## src/rtl/branch_resolve_unit_pkg.sv

```systemverilog
// Shared types and constants for the branch resolve unit and its prediction queue.
package branch_resolve_unit_pkg;

   localparam int XLEN_DEF   = 32;
   localparam int DEPTH_DEF  = 4;
   localparam int INSN_BYTES = 4;

   // One in-flight prediction as recorded at decode.
   typedef struct packed {
      logic [XLEN_DEF-1:0] pc;
      logic                pred_taken;
      logic [XLEN_DEF-1:0] pred_target;
   } br_entry_t;

endpackage

```

## src/rtl/branch_pred_queue.sv

```systemverilog
// In-order circular FIFO of outstanding branch predictions with push, pop and flush.
module branch_pred_queue
   import branch_resolve_unit_pkg::*;
#(
   parameter int  DEPTH   = DEPTH_DEF,
   parameter type entry_t = br_entry_t
) (
   input  logic   clk,
   input  logic   reset,
   input  logic   push,
   input  entry_t push_data,
   input  logic   pop,
   input  logic   flush,
   output logic   full,
   output logic   empty,
   output entry_t head_data
);

   localparam int            PW       = $clog2(DEPTH);
   localparam logic [PW:0]   FULL_CNT = (PW+1)'(DEPTH);
   localparam logic [PW-1:0] PTR_ONE  = PW'(1);

   logic [PW-1:0] head_q;
   logic [PW-1:0] tail_q;
   logic [PW:0]   count_q;
   entry_t        mem [DEPTH];
   logic          push_ok;
   logic          pop_ok;

   assign full      = (count_q == FULL_CNT);
   assign empty     = (count_q == '0);
   assign head_data = mem[head_q];

   // A full queue still accepts a push when the same edge pops a slot free.
   assign pop_ok  = pop && !empty;
   assign push_ok = push && (!full || pop_ok);

   // NOTE: sequential state uses non-blocking assignments so every register samples pre-edge values.
   always_ff @(posedge clk or posedge reset) begin
      if (reset) begin
         head_q  <= '0;
         tail_q  <= '0;
         count_q <= '0;
      end else if (flush) begin
         head_q  <= tail_q;
         count_q <= '0;
      end else begin
         if (push_ok) tail_q <= tail_q + PTR_ONE;
         if (pop_ok)  head_q <= head_q + PTR_ONE;
         case ({push_ok, pop_ok})
            2'b10:   count_q <= count_q + (PW+1)'(1);
            2'b01:   count_q <= count_q - (PW+1)'(1);
            default: count_q <= count_q;
         endcase
      end
   end

   // NOTE: storage is deliberately not reset; occupancy is tracked by count_q, so stale contents are never observed.
   always_ff @(posedge clk) begin
      if (push_ok && !flush) mem[tail_q] <= push_data;
   end

endmodule

```

## src/rtl/branch_resolve_unit.sv

```systemverilog
// Resolves queued branch predictions against actual outcomes, updates the predictor and redirects on mispredict.
// Optional saturating statistics counters are enabled with `define BRANCH_RESOLVE_STATS_EN.
module branch_resolve_unit
   import branch_resolve_unit_pkg::*;
#(
   parameter int DEPTH = DEPTH_DEF,
   parameter int XLEN  = XLEN_DEF
) (
   input  logic            clk,
   input  logic            reset,
   input  logic            dec_valid,
   input  logic [XLEN-1:0] dec_pc,
   input  logic            dec_pred_taken,
   input  logic [XLEN-1:0] dec_pred_target,
   output logic            dec_ready,
   input  logic            res_valid,
   input  logic            res_taken,
   input  logic [XLEN-1:0] res_target,
   output logic            branch_mem_sig,
   output logic            actual_branch_decision,
   output logic [XLEN-1:0] update_branch_addr,
   output logic            mispredict,
   output logic [XLEN-1:0] redirect_pc,
   output logic            proto_err
`ifdef BRANCH_RESOLVE_STATS_EN
   ,
   output logic [31:0]     stat_branches,
   output logic [31:0]     stat_mispredicts
`endif
);

   // Same layout as br_entry_t, sized by this instance's XLEN.
   typedef struct packed {
      logic [XLEN-1:0] pc;
      logic            pred_taken;
      logic [XLEN-1:0] pred_target;
   } entry_t;

   entry_t enq_entry;
   entry_t head;
   logic   full;
   logic   empty;
   logic   do_res;
   logic   mis_cond;
   logic   flush;
   logic   do_push;

   assign enq_entry = '{pc: dec_pc, pred_taken: dec_pred_taken, pred_target: dec_pred_target};

   assign dec_ready = !full;
   assign do_res    = res_valid && !empty;
   assign mis_cond  = (head.pred_taken != res_taken) ||
                      (res_taken && (head.pred_target != res_target));
   assign flush     = do_res && mis_cond;
   // A push alongside a mispredict is a wrong-path branch and is discarded.
   assign do_push   = dec_valid && !flush && (!full || do_res);

   branch_pred_queue #(
      .DEPTH   (DEPTH),
      .entry_t (entry_t)
   ) u_queue (
      .clk       (clk),
      .reset     (reset),
      .push      (do_push),
      .push_data (enq_entry),
      .pop       (do_res),
      .flush     (flush),
      .full      (full),
      .empty     (empty),
      .head_data (head)
   );

   always_ff @(posedge clk or posedge reset) begin
      if (reset) begin
         branch_mem_sig         <= 1'b0;
         actual_branch_decision <= 1'b0;
         update_branch_addr     <= '0;
         mispredict             <= 1'b0;
         redirect_pc            <= '0;
         proto_err              <= 1'b0;
      end else begin
         branch_mem_sig <= do_res;
         mispredict     <= flush;
         if (do_res) begin
            actual_branch_decision <= res_taken;
            update_branch_addr     <= head.pc;
         end
         // Fall-through PC wraps modulo 2^XLEN.
         if (flush)
            redirect_pc <= res_taken ? res_target : head.pc + XLEN'(INSN_BYTES);
         if (res_valid && empty)
            proto_err <= 1'b1;
      end
   end

`ifdef BRANCH_RESOLVE_STATS_EN
   logic [31:0] stat_branches_q;
   logic [31:0] stat_mispredicts_q;

   always_ff @(posedge clk or posedge reset) begin
      if (reset) begin
         stat_branches_q    <= '0;
         stat_mispredicts_q <= '0;
      end else begin
         if (do_res && (stat_branches_q != '1))
            stat_branches_q <= stat_branches_q + 32'd1;
         if (flush && (stat_mispredicts_q != '1))
            stat_mispredicts_q <= stat_mispredicts_q + 32'd1;
      end
   end

   assign stat_branches    = stat_branches_q;
   assign stat_mispredicts = stat_mispredicts_q;
`endif

endmodule

```

## config.mk

```make
export PLATFORM = sky130hd
export DESIGN_NAME = branch_resolve_unit
export DESIGN_NICKNAME = d
export VERILOG_FILES = /design/src/rtl/branch_resolve_unit_pkg.sv /design/src/rtl/branch_pred_queue.sv /design/src/rtl/branch_resolve_unit.sv
export SDC_FILE = /design/constraint.sdc
export NUM_CORES = 1
export LEC_CHECK = 0
export ABC_AREA = 1
export CAP_MARGIN = 10
export CORE_UTILIZATION = 46
export CTS_CLUSTER_SIZE = 10
export DETAILED_ROUTE_END_ITERATION = 12
export HOLD_SLACK_MARGIN = 0.12
export PLACE_DENSITY_LB_ADDON = 0.15
export SETUP_SLACK_MARGIN = 0.15
export SLEW_MARGIN = 15
export SYNTH_ARGS = -nofsm -noshare
export SYNTH_HDL_FRONTEND = slang
export SYNTH_SLANG_ARGS = --single-unit
```

## constraint.sdc

```tcl
create_clock -name clk -period 10.7 [get_ports clk]
set_input_delay 1.07 -clock clk [delete_from_list [all_inputs] [get_ports clk]]
set_output_delay 1.07 -clock clk [all_outputs]
set_load 0.01 [all_outputs]
```

==> out/metrics.yaml <==
min_path:
  hp-class: "reg -> reg"
grt:
  antenna_found_initial: 0
  gr-usage-all-layers_pct: 23.7
  grt_start_max_net_pins: 96
  gr-total-overflow: 0
  grt_pass1_vias: 10000
  grt_pass1_wl_um: 58800
logic_synthesis:
  yosys.area.top_type_share_pct: 53.1
  synth_fp_nets: 1534
  synth_top_cell_by_area: "edfxtp_1"
  synth_seq_cells: 335
  syn_inst: 1426
  netlist_area_sq_um: 14700
  ys_top_cells_by_area: "edfxtp_1, dfrtp_1, nand2_1, nor2_1, o21ai_0"
  yosysWarnings: 0
  synth_top_flop_cell: "edfxtp_1"
  syn_avg_cell_area_sq_um: 10.3
  ys_types: 44
  synth_edf_count: 260
  ys_async_sr_fraction_pct: 22.4
  yosysSeqAreaShare_pct: 65.8
power:
  peakVddDrop_mv: 0.138
  p_per_area_nw_per_um2: 286
  leakage_nw: 7.06
  p_total_mw: 5.08
die:
  io_pins: 171
  die-height_um: 181
  core_sq_um: 31500
  num_rows: 65
  fp.dieW_um: 181
  dieArea_sq_um: 32700
  initial_core_util_pct: 46.7
placement:
  place_inst: 1947
  portBuffers: 170
  detailed_place.area_sq_um: 16600
  pre_cts_slack_ns: 4.73
  gp_congestion: 0.857
  hpwl_um: 25200
setup_path:
  crit_family: "simple AND/OR/NAND/NOR gates"
  start_kind: "register"
  crit_type: "reg -> reg"
  cp-end-kind: "register"
  critPathMaxFanout: 95
  crit_chain: "inv_4, buf_4, nand2_1, nand3_1, nand2_1, nand2_1, nand2_1, inv_1, nand2_1, nor2_1, nand2_1, nor2_1, nand3_1, nand2_2, nand2_4, nor2_4, buf_4"
  critPathMaxStageDelay_ns: 0.87
  cp_slowest_cell: "nor2_4"
  crit_arrival_ns: 6.10
  cp_num_buf_inv: 4
  cpMostUsedCell: "nand2_1"
  crit_required_ns: 10.85
clock_tree:
  htree_levels: 2
  ctsResizeCount: 0
  max-clock-path-buffers: 3
  clkTransAtPathRegs_ns: 0.06
  tritoncts: "built"
  insertion_delay_ns: 0.53
  cts_hold_buf: 0
  cts_sinks: 335
  cts_buffers: 39
  root_buffer: "clkbuf_16"
  cts_setup_buffers: 0
timing:
  slew_headroom_pct: 29.4
  worst_pin_slew_ns: 1.06
  skew_ns: 0.0222
  final_max_slew_viol_count: 0
  rsz0062_at_grt: "false"
  hold_ws_ns: 0.479
  fin_crit_ns: 5.95
  finalSetupViolCount: 0
  fin_crit_sh_pct: 55.6
  fin_ws_ns: 4.75
  hold_viol: 0
  fmax_mhz: 168
  setup_tns_ns: 0
final_layout:
  nNetsFinal: 1694
  syn2layout_area_growth_pct: 20.9
  antenna_cells: 0
  post-route-util_pct: 56.5
  fin_area_sq_um: 17800
  most-common-layout-cells: "nand2_1, edfxtp_1, nor2_1, clkdlybuf4s50_1, inv_1"
  mostFrequentLayoutCell: "nand2_1"
  drive_gt1_share_pct: 6.06
  finalNonFillerCells: 2018
drt:
  drt_iter0_markers: 855
  drt_pre_antenna_iters: 5
  wl_per_cell_um: 19.2
  via_per_inst: 5.28
  num_vias: 10700
  detail-route-antenna-nets: 0
  drcViolationCount: 0
  wirelength_um: 38700
job:
  max_cap_violations: 0
outcome:
  status: "complete, no violations"
## final cells by class
type	instances	area [sq um]
fillers	2730	13700
flip-flops and latches	335	9690
multi-input cells	921	4240
repair buffers	182	1790
clock buffers	69	1130
well taps	402	503
inverters	107	405
clock inverters	2	25.0
## worst paths after layout
path	depth (start not counted)	slack, ns	startpoint	to
setup reg to reg	17	4.75	u_queue.head_q[0]	u_queue.mem[1][12]
min in group asynchronous	2	0.87	reset	update_branch_addr[26]
hold / removal	2	0.48	update_branch_addr[27]	update_branch_addr[27]
max in group asynchronous	3	8.66	reset	u_queue.head_q[0]
hold reg to reg	2	0.48	update_branch_addr[27]	update_branch_addr[27]
setup / recovery	17	4.75	u_queue.head_q[0]	u_queue.mem[1][12]
## cells in the mapped netlist (2+ instances only)
library cell,n
o211ai_1,4
nand2_1,356
inv_1,100
nand2_2,8
a31oi_1,21
buf_4,7
nand3b_1,4
nand4_1,6
xor2_1,18
ha_1,5
buf_6,13
edfxtp_1,260
inv_2,5
nor3_1,2
o21ai_0,86
buf_8,2
clkbuf_1,14
nand3_1,75
o22ai_1,2
a21oi_1,26
nor2_1,227
nor2_4,5
buf_2,27
dfrtp_1,75
nor2_2,8
o21ai_1,46
xnor2_1,6
nand2_4,2
## cells by family after synthesis
logic type / synth area share [%]
buffers and inverters: 5.58
adders and majority gates: 0.561
xor gates and xnor gates: 1.43
DFF: 65.8
and+or+nand+nor: 19.6
AOI/OAI and AO/OA: 7.00
## metal layers
layer | share of wire, % | up-vias | track usage, %
met5 | 0 | - | 0
met4 | 2.4 | 0 | 7.04
met3 | 6.2 | 62 | 3.47
met2 | 46 | 402 | 37.5
met1 | 45 | 5101 | 33.9
li1 | - | 5086 | -
## sequential cells by signal, indices dropped and copies added, names as in the netlist
name,cells
u_queue.mem,260
redirect_pc,32
update_branch_addr,32
u_queue.count_q,3
u_queue.head_q,2
u_queue.tail_q,2
actual_branch_decision,1
branch_mem_sig,1
mispredict,1
proto_err,1
## worst register-to-register path, stage by stage, from the launching register on
cell and delay, ns:
dfrtp_4 0.75, inv_4 0.41, buf_4 0.84, nand2_1 0.25, nand3_1 0.15, nand2_1 0.07
nand2_1 0.06, nand2_1 0.05, inv_1 0.04, nand2_1 0.04, nor2_1 0.14, nand2_1 0.10
nor2_1 0.13, nand3_1 0.10, nand2_2 0.63, nand2_4 0.30, nor2_4 0.87, buf_4 0.63
## power by group
group,internal [mW],switching [mW]
Combinational,0.673,1.28
Clock,0.713,0.493
Sequential,1.74,0.181
Total,3.13,1.95
(Power assumes the default switching activity.)
